<file path="src/rtl/nfa_report_collector.sv">
// nfa_report_collector: symbol metering, report OR-reduction and
// credit-protected report FIFO for an NFA automata cluster.
module nfa_report_collector #(
    parameter int NUM_CHANNELS        = 7,
    parameter int SOURCES_PER_CHANNEL = 4,
    parameter int SYMBOL_W            = 8,
    parameter int OFFSET_W            = 32,
    parameter int FIFO_DEPTH          = 16,
    parameter int STAGE_LATENCY       = 1
) (
    input  logic                                        clk,
    input  logic                                        reset,
    input  logic                                        run,
    input  logic                                        clear,
    input  logic                                        in_symbol_valid,
    output logic                                        in_symbol_ready,
    input  logic [SYMBOL_W-1:0]                         in_symbols,
    output logic [SYMBOL_W-1:0]                         stage_symbols,
    output logic                                        stage_enable,
    input  logic [NUM_CHANNELS*SOURCES_PER_CHANNEL-1:0] stage_reports,
    output logic [NUM_CHANNELS-1:0]                     ltl_reports,
    output logic                                        rpt_valid,
    input  logic                                        rpt_ready,
    output logic [OFFSET_W-1:0]                         rpt_offset,
    output logic [NUM_CHANNELS-1:0]                     rpt_mask,
    output logic [OFFSET_W-1:0]                         symbol_count,
    output logic                                        busy
);
    localparam int PW = (FIFO_DEPTH > 1) ? $clog2(FIFO_DEPTH) : 1;
    localparam int CW = PW + 1;
    localparam int SW = CW + 1;
    localparam int LAST = STAGE_LATENCY - 1;

    logic [STAGE_LATENCY-1:0] slot_v;
    logic [OFFSET_W-1:0]      slot_off [STAGE_LATENCY];
    logic [CW-1:0]            fifo_count;
    logic [CW-1:0]            fifo_count_nx;
    logic [CW-1:0]            inflight;
    logic [PW-1:0]            rd_ptr;
    logic [PW-1:0]            wr_ptr;
    logic [OFFSET_W-1:0]      mem_off  [FIFO_DEPTH];
    logic [NUM_CHANNELS-1:0]  mem_mask [FIFO_DEPTH];
    logic [NUM_CHANNELS-1:0]  mask;
    logic                     credit;
    logic                     accept;
    logic                     push;
    logic                     pop;

    // Number of occupied delay-line slots; each may still produce a record.
    always_comb begin
        inflight = '0;
        for (int i = 0; i < STAGE_LATENCY; i++) begin
            inflight = inflight + CW'(slot_v[i]);
        end
    end

    // Credits cover every record that could still be pushed; pops are not credited.
    assign credit = ({1'b0, fifo_count} + {1'b0, inflight}) < SW'(FIFO_DEPTH);
    assign in_symbol_ready = ~reset & run & ~clear & credit;
    assign accept = in_symbol_valid & in_symbol_ready;
    assign stage_symbols = in_symbols;
    assign stage_enable = accept;

    // Per-channel OR of report wires, qualified by the evaluated slot.
    always_comb begin
        mask = '0;
        for (int c = 0; c < NUM_CHANNELS; c++) begin
            mask[c] = slot_v[LAST] &
                (|stage_reports[c*SOURCES_PER_CHANNEL +: SOURCES_PER_CHANNEL]);
        end
    end

    assign push = |mask;
    assign pop = rpt_valid & rpt_ready;
    assign fifo_count_nx = fifo_count + CW'(push) - CW'(pop);
    assign busy = (inflight != '0) | (fifo_count != '0);
    assign rpt_offset = mem_off[rd_ptr];
    assign rpt_mask = mem_mask[rd_ptr];

    // Delay line carrying {valid, offset} until the stage reports are valid.
    always_ff @(posedge clk or posedge reset) begin
        if (reset) begin
            slot_v <= '0;
            for (int i = 0; i < STAGE_LATENCY; i++) slot_off[i] <= '0;
        end else if (clear) begin
            slot_v <= '0;
        end else begin
            slot_v[0] <= accept;
            slot_off[0] <= symbol_count;
            for (int i = 1; i < STAGE_LATENCY; i++) begin
                slot_v[i] <= slot_v[i-1];
                slot_off[i] <= slot_off[i-1];
            end
        end
    end

    // Running offset of accepted symbols, wrapping naturally.
    always_ff @(posedge clk or posedge reset) begin
        if (reset) symbol_count <= '0;
        else if (clear) symbol_count <= '0;
        else if (accept) symbol_count <= symbol_count + 1'b1;
    end

    // Registered per-channel report pulse.
    always_ff @(posedge clk or posedge reset) begin
        if (reset) ltl_reports <= '0;
        else if (clear) ltl_reports <= '0;
        else ltl_reports <= mask;
    end

    // FIFO pointers, occupancy and head-valid flag.
    always_ff @(posedge clk or posedge reset) begin
        if (reset) begin
            rd_ptr <= '0;
            wr_ptr <= '0;
            fifo_count <= '0;
            rpt_valid <= 1'b0;
        end else if (clear) begin
            rd_ptr <= '0;
            wr_ptr <= '0;
            fifo_count <= '0;
            rpt_valid <= 1'b0;
        end else begin
            if (push) wr_ptr <= wr_ptr + 1'b1;
            if (pop) rd_ptr <= rd_ptr + 1'b1;
            fifo_count <= fifo_count_nx;
            rpt_valid <= (fifo_count_nx != '0);
        end
    end

    // FIFO storage; zeroed on reset so the head reads 0 while idle.
    always_ff @(posedge clk or posedge reset) begin
        if (reset) begin
            for (int i = 0; i < FIFO_DEPTH; i++) begin
                mem_off[i] <= '0;
                mem_mask[i] <= '0;
            end
        end else if (push && !clear) begin
            mem_off[wr_ptr] <= slot_off[LAST];
            mem_mask[wr_ptr] <= mask;
        end
    end
endmodule

</file>
<file path="config.mk">
export PLATFORM = sky130hd
export DESIGN_NAME = nfa_report_collector
export DESIGN_NICKNAME = d
export VERILOG_FILES = /design/src/rtl/nfa_report_collector.sv
export SDC_FILE = /design/constraint.sdc
export NUM_CORES = 1
export LEC_CHECK = 0
export ABC_CLOCK_PERIOD_IN_PS = 33800
export CAP_MARGIN = 20
export CORE_MARGIN = 10
export CORE_UTILIZATION = 60
export CTS_BUF_LIST = sky130_fd_sc_hd__clkbuf_8
export DETAILED_ROUTE_END_ITERATION = 12
export PLACE_DENSITY = 0.87
export SYNTH_ARGS = -nofsm -noshare
export SYNTH_HDL_FRONTEND = slang
export SYNTH_SLANG_ARGS = --single-unit
</file>
<file path="constraint.sdc">
create_clock -name clk -period 33.8 [get_ports clk]
set_input_delay 10.14 -clock clk [delete_from_list [all_inputs] [get_ports clk]]
set_output_delay 10.14 -clock clk [all_outputs]
set_load 0.05 [all_outputs]
</file>
**After elaboration in Yosys (flattened, before gate mapping)**

Cells that the tools add are included.

- Register bits after elaboration: 710
- Input bits: 42
- Output and inout port bits: 90

- Add/sub/neg operators: 6
- Magnitude comparators: 4
- Mux-type cells: 22
- Bitwise logic cells: 17
- Reduce and logical (&&, ||, !) cells: 16

Operators by type and width:

| cell | number |
|---|---|
| 512-bit bitwise mux | 1 |
| 32-bit two-way mux | 5 |
| 32-bit binary-select mux with 4-bit select | 1 |
| 32-bit demux with 4-bit select | 1 |
| 112-bit bitwise mux | 1 |
| 32-bit by 1-bit adder with 32-bit output (second input constant) | 1 |
| 7-bit binary-select mux with 4-bit select | 1 |
| 7-bit demux with 4-bit select | 1 |
| 7-bit two-way mux | 4 |
| 4-bit OR reduction | 7 |
| 4-bit two-way mux | 4 |
| 1-bit bitwise AND | 12 |
| 5-bit greater-or-equal comparator (second input constant) | 2 |
| 4-bit inverter with 5-bit output | 2 |
| 5-bit nonzero test | 2 |
| 4-bit by 1-bit adder with 4-bit output (second input constant) | 2 |
| 7-bit OR reduction | 1 |
| 5-bit by 1-bit adder with 6-bit output | 1 |
| 6-bit by 5-bit less-than comparator with 1-bit output (second input constant) | 1 |
| 2-bit nonzero test | 3 |
| 5-bit by 1-bit adder with 5-bit output | 1 |
| 5-bit by 1-bit less-than comparator with 1-bit output (second input constant) | 1 |
| 5-bit two-way mux | 1 |
| 5-bit by 1-bit subtractor with 5-bit output | 1 |
| other kinds (5) | 8 |

**Longest topological paths before layout**

Gate-level depths: netlist of run 1.

- Depth in word-level cells: 7
- Mapped depth: 14

**Worst setup path before layout of run 1**

Ideal clock, no wire load.

- Path kind: input -> output
- From: input port clear
- To: output port stage_enable
- Arrival: 11,673 ps
- Required time: 23,660 ps
- Path slack: 11,987 ps
- Stages: 4
- Buffers on the path: 1
- Path through: clkbuf_1 -> nor4b_1 -> mux2i_1 -> nor2_1

- Cells in the longest elaborated chain, start to end: 4

Ends and longest elaborated chain:

| element | RTL line | RTL |
|---|---|---|
| start: declaration | 14 | `input logic clear,` |
| 1-bit inverter | 59 | `assign in_symbol_ready = ~reset & run & ~clear & credit;` |
| 1-bit bitwise AND (2 in a row) | 59 |  |
| 1-bit bitwise AND | 60 | `assign accept = in_symbol_valid & in_symbol_ready;` |
| end: declaration | 19 | `output logic stage_enable,` |

Every way passes these cells.

**Worst setup path in the final report of run 1**

- From: input port reset
- To: output port stage_enable

- Cells in the longest elaborated chain, start to end: 5

Ends and longest elaborated chain:

| element | RTL line | RTL |
|---|---|---|
| start: declaration | 12 | `input logic reset,` |
| 1-bit inverter | 59 |  |
| 1-bit bitwise AND (3 in a row) | 59 |  |
| 1-bit bitwise AND | 60 |  |

Every way passes these cells.

==> results_dict.tcl, run 1 <==
set metrics [dict create \
    outcome "finished, final reports clean" \
    ys_seq_area_frac 0.558 \
    drc_errors 0 \
    cts_num_sinks 710 \
    htreeDepth 3 \
    first_global_vias 20413 \
    skew_ns 0.0453 \
    area_growth_pct 12.1 \
    r2r_cells 14 \
    cts_resized 0 \
    fin_crit_ns 22.73 \
    setup.worst_path.start_class "primary input" \
    cts_buffer_depth 3 \
    place_area_sq_um 33500 \
    antenna_found_initial 1 \
    drt_iter0_drc 1853 \
    dpl.hpwl_microns 43300 \
    cts_root_buf "clkbuf_8" \
    p_per_area_nw_per_um2 49.5 \
    syn_area_sq_um 31900 \
    firstDrtPassIters 5 \
    syn_nets 2090 \
    fin_setup_tns_ns 0 \
    die_w_microns 250 \
    worstPathRequired_ns 23.66 \
    final_cell_area_sq_um 35700 \
    worstMarginPinSlew_ns 1.15 \
    finalCritPeriodShare 0.672 \
    grt_remaining_overflow 0 \
    hold_violations 0 \
    nets 2177 \
    holdBufCountCts 0 \
    rsz0062_at_grt "false" \
    fin_hold_ws_ns 0.487 \
    timing.rr.end "rpt_valid" \
    gp_congestion 0.836 \
    ir_worst_vdd_uv 36.0 \
    maxSlewViolCount 0 \
    reg2reg_setup_slack_ns 29.35 \
    min_path_type "flop to flop" \
    yosys.area.top_type "dfrtp_1" \
    postCtsSetupRepairBufs 0 \
    grt_first_pass_wirelength_microns 119000 \
    cp-startpoint "reset" \
    cts_tree "built" \
    clock_latency_ns 0.72 \
    grt_max_degree 184 \
    row_count 84 \
    setup_viol 0 \
    critPathArrivalTime_ns 12.59 \
    via_per_inst 6.54 \
    cts_made_buffers 109 \
    yosys.area.top_type_share 0.558 \
    leakage_nw 16.7 \
    boundaryPins 132 \
    holdPathStages 1 \
    fmax_mhz 44.0 \
    cp_max_fo 5 \
    yosys_warnings 0 \
    synthDistinctLibCells 42 \
    drv_cap 0 \
    die_h_microns 250 \
    postRouteAntennaNets 0 \
    cp-endpoint "stage_enable" \
    syn_inst 2032 \
    grt_use_total 0.241 \
    ys.flop_type "dfrtp_1" \
    synth_area_leaders "dfrtp_1 56%, mux2_2 19%, mux4_2 14%" \
    end_kind "primary output" \
    synth-seq-cells 710 \
    initial_core_util 0.606 \
    layout-drive-gt1-share 0.432 \
    critPathKind "primary input to primary output" \
    wire_per_inst_microns 26.1 \
    vias 18880 \
    slew_headroom 0.233 \
    regToRegStartpoint "slot_v" \
    synth_area_per_cell_sq_um 15.7 \
    core_area_sq_um 52600 \
    clk_pin_slew_ns 0.06 \
    portBuffers 115 \
    antenna_cells 0 \
    dieArea_sq_um 62700 \
    synth_edf_count 0 \
    synthArstFlopShare 1.00 \
    finalWirelength_microns 75400 \
]
-- layer usage --
layer | vias to the layer above | wire (microns) | GRT usage
met3 | 137 | 5720 | 0.0513
li1 | 7838 | - | -
met2 | 773 | 38200 | 0.402
met1 | 10132 | 29800 | 0.311
met4 | 0 | 1720 | 0.0752
met5 | - | 0 | 0
-- logic make-up after synthesis --
logic type | count (synthesis) | synth area share
and+or+nand+nor | 187 | 0.0308
buffers and inverters | 197 | 0.0289
muxes | 733 | 0.328
AOI/OAI and AO/OA | 172 | 0.0438
adders and majority gates | 16 | 0.00652
DFF | 710 | 0.558
xor gates and xnor gates | 17 | 0.00467
-- flip-flops by register name (all words and copies together) (netlist names) --
name,count
wr_ptr,4
rpt_valid,1
ltl_reports,7
slot_off,32
mem_mask,112
mem_off,512
symbol_count,32
rd_ptr,4
slot_v,1
fifo_count,5
-- worst min path at each step --
| stage | from | endpoint | slack [ns] |
|---|---|---|---|
| after CTS | mem_mask[39] | mem_mask[39] | 0.49 |
| after global routing | mem_mask[9] | mem_mask[9] | 0.50 |
| after global placement | mem_mask[54] | mem_mask[54] | 0.47 |
| after floorplan | mem_mask[10] | mem_mask[10] | 0.45 |
| after detailed placement | mem_mask[29] | mem_mask[29] | 0.47 |
| final | mem_mask[103] | mem_mask[103] | 0.49 |
-- metrics by stage --
step	setup slack (ns)	total power, W	util	cells
after detailed placement	11.10	0.00109	0.637	2690
final	11.07	0.00177	0.680	2889
after global routing	10.98	0.00183	0.680	2889
after floorplan	3.75	0.00104	-	2032
after global placement	11.17	0.00109	0.637	2690
after CTS	11.10	0.00178	0.677	2883
-- cells in the final DEF (no fill, tap or decap), types with 2 or more instances in the layout --
cell type          n
dfrtp_4            3
o21ai_0           14
buf_12             3
and2_1             2
or3_1             10
ha_1              15
buf_4             34
clkdlybuf4s50_1  114
dfrtp_1          706
inv_1             61
or4_1             13
xor2_1             8
a21oi_1           25
nand2b_1          10
mux2_2           534
nor2_1            38
mux4_2           195
nand3_1           21
and4_1             3
clkinvlp_4         3
clkbuf_8         130
inv_6              2
buf_16             4
bufinv_16          2
nor4b_1            2
o31ai_1           12
nand2b_2           4
nand3_2           12
o2bb2ai_1        112
and3_1             2
clkinv_2          10
nand4_1            9
o41ai_4            7
xnor2_1            9
mux2i_1            4
nand2_1           47
nor2b_1            7
-- worst max-delay path, stage by stage --
cell and delay (ns):
clkdlybuf4s50_1 0.55, nor4b_1 0.45, mux2i_1 0.23, nor2_1 0.33, clkdlybuf4s50_1 0.88
-- layout make-up --
cell class,instances,area [sq um]
clock buffer,130,1790
clock inverter,63,323
fill,3361,16800
inverter,17,71.3
multi-input combinational,1125,13300
sequential,710,17800
tap,688,861
timing repair buffer,156,1580
-- synth_stat cells (16+ instances only) --
master / count
a21oi_1: 25
buf_1: 19
buf_2: 46
buf_4: 21
clkbuf_1: 88
dfrtp_1: 710
inv_1: 16
mux2_2: 534
mux4_2: 195
nand2_1: 47
nand3_1: 29
nor2_1: 38
o2bb2ai_1: 112
-- where the power goes --
| part | internal (W) | switching [W] |
|---|---|---|
| logic | 0.0000804 | 0.000115 |
| clock network | 0.000362 | 0.000328 |
| registers | 0.000864 | 0.0000173 |
| total | 0.00131 | 0.000461 |
(Power assumes the default switching activity.)
==> run 2, diff against run 1 <==
--- a/config.mk
+++ b/config.mk
@@ -5,7 +5,7 @@
 export SDC_FILE = /design/constraint.sdc
 export NUM_CORES = 1
 export LEC_CHECK = 0
-export ABC_CLOCK_PERIOD_IN_PS = 33800
+export ABC_CLOCK_PERIOD_IN_PS = 21600
 export CAP_MARGIN = 20
 export CORE_MARGIN = 10
 export CORE_UTILIZATION = 60
==> constraint.sdc (replaced) <==
create_clock -name clk -period 21.6 [get_ports clk]
set_input_delay 6.48 -clock clk [delete_from_list [all_inputs] [get_ports clk]]
set_output_delay 6.48 -clock clk [all_outputs]
set_load 0.05 [all_outputs]
==> run 2 against run 1 <==
  * Design area grew 0.50%
  * Register-to-register slack got worse by 12 ns
  * Clock power is 67% higher
  * Clock skew fell by 0.0055 ns
  * Largest power group unchanged
==> results_dict.tcl, run 2 (same netlist as run 1, synthesis figures left out) <==
set metrics [dict create \
    postCtsSetupRepairBufs 0 \
    worstMarginPinSlew_ns 1.12 \
    cts_root_buf "clkbuf_8" \
    ir_worst_vdd_uv 69.5 \
    power_frac_comb 0.108 \
    critical_path.top_delay_family "buffers and inverters" \
    die_w_microns 250 \
    drv_cap 0 \
    top_regs "mem_off (512), mem_mask (112)" \
    clock_latency_ns 0.72 \
    end_kind "primary output" \
    via_per_inst 6.55 \
    p_clk_frac 0.405 \
    final_common_cell "dfrtp_1" \
    stdcell_count 2901 \
    finalCritPeriodShare 0.720 \
    dp.cells 2690 \
    multi_input_area_sq_um 13300 \
    nFillCells 3286 \
    nets 2178 \
    finalWirelength_microns 76600 \
    min_path_type "flop to flop" \
    dieArea_sq_um 62700 \
    fin_setup_tns_ns 0 \
    critPathKind "primary input to primary output" \
    cp_common_cell "buf_4" \
    crit_buf_inv 3 \
    setup_viol 0 \
    cts_resized 0 \
    critPathArrivalTime_ns 9.08 \
    area_growth_pct 12.6 \
    reg2reg_setup_slack_ns 17.27 \
    grt_use_total 0.244 \
    boundaryPins 132 \
    maxSlewViolCount 0 \
    max_stage_delay_ns 0.87 \
    cts_buffer_depth 3 \
    fin_crit_ns 15.56 \
    portBuffers 115 \
    gp_congestion 0.826 \
    skew_ns 0.0399 \
    cts_made_buffers 111 \
    fin_util 0.683 \
    htreeDepth 3 \
    power.share.sequential 0.487 \
    drc_errors 0 \
    leakage_nw 16.7 \
    antenna_found_initial 2 \
    die_h_microns 250 \
    p_per_area_nw_per_um2 79.0 \
    setup_slack_ns 6.04 \
    grt_remaining_overflow 0 \
    largest_reg_flops 512 \
    seq_area_sq_um 17800 \
    initial_core_util 0.606 \
    core_area_sq_um 52600 \
    setup.worst_path.start_class "primary input" \
    antenna_cells 0 \
    first_global_vias 20544 \
    holdBufCountCts 0 \
    largest_register "mem_off" \
    cts_tree "built" \
    grt_first_pass_wirelength_microns 120000 \
    rsz0062_at_grt "false" \
    path_cells "buf_4, buf_4, nor4bb_1, mux2i_1, nor2_1, clkdlybuf4s50_1" \
    p_switching_w 0.000744 \
    total_power_w 0.00284 \
    row_count 84 \
    worstPathRequired_ns 15.12 \
    dp_slack_ns 6.07 \
    drt_iter0_drc 1780 \
    postRouteAntennaNets 0 \
    layout_common_cells "706 x dfrtp_1, 534 x mux2_2, 195 x mux4_2" \
    cp_max_fo 66 \
    intPower_w 0.00209 \
    dpl.hpwl_microns 43900 \
    fmax_mhz 64.3 \
    hold_violations 0 \
    cts_num_sinks 710 \
    slew_headroom 0.253 \
    vias 19004 \
    switching_share 0.262 \
    clk_pin_slew_ns 0.06 \
    grt_max_degree 201 \
    outcome "finished, final reports clean" \
    layout-drive-gt1-share 0.438 \
    wire_per_inst_microns 26.4 \
    firstDrtPassIters 5 \
    critPathSlowestCell "clkdlybuf4s50_1" \
]
## run 2: cell types whose count changed in the layout (fill, tap and decap cells not counted)
cell,before,now
inv_8,1,2
inv_1,61,54
buf_4,34,33
bufinv_16,2,1
clkbuf_8,130,145
clkinv_2,10,15
## run 2: cell type report
class	count	area share
flip-flops and latches	710	0.495
repair buffers	155	0.0438
multi-input cells	1125	0.371
clock buffers	145	0.0556
clock inverters	61	0.00854
well taps	688	0.0240
inverters	17	0.00188
## run 2: layer usage
metal / global-route usage / wire, microns / vias to the layer above
li1: - / - / 7853
met1: 0.317 / 30200 / 10175
met2: 0.403 / 38800 / 832
met3: 0.0510 / 5770 / 142
met4: 0.0838 / 1760 / 2
met5: 0 / 17 / -
## run 2: power groups by stage
stage          clock network [W]  logic, W  registers (W)
4_1_cts                  0.00116  0.000298        0.00139
2_1_floorplan                  0  0.000236        0.00139
5_1_grt                  0.00122  0.000331        0.00138
6_report                 0.00115  0.000308        0.00138
3_3_place_gp                   0  0.000289        0.00141
3_5_place_dp                   0  0.000296        0.00141
## run 2: through the flow
| stage | hold WS (ns) | area [sq um] |
|---|---|---|
| floorplan | 0.451 | 31900 |
| global placement | 0.466 | 33500 |
| detailed placement | 0.468 | 33500 |
| CTS | 0.487 | 35800 |
| global route | 0.498 | 35900 |
| finish | 0.485 | 35900 |
## run 2: final timing paths
kind / endpoint / startpoint / depth (start not counted)
max: stage_enable / clear / 6
min: mem_mask[89] / mem_mask[89] / 1
max reg2reg: rpt_valid / slot_v / 14
min reg2reg: mem_mask[89] / mem_mask[89] / 1
max in group asynchronous: mem_off[245] / reset / 6
min in group asynchronous: symbol_count[5] / reset / 3
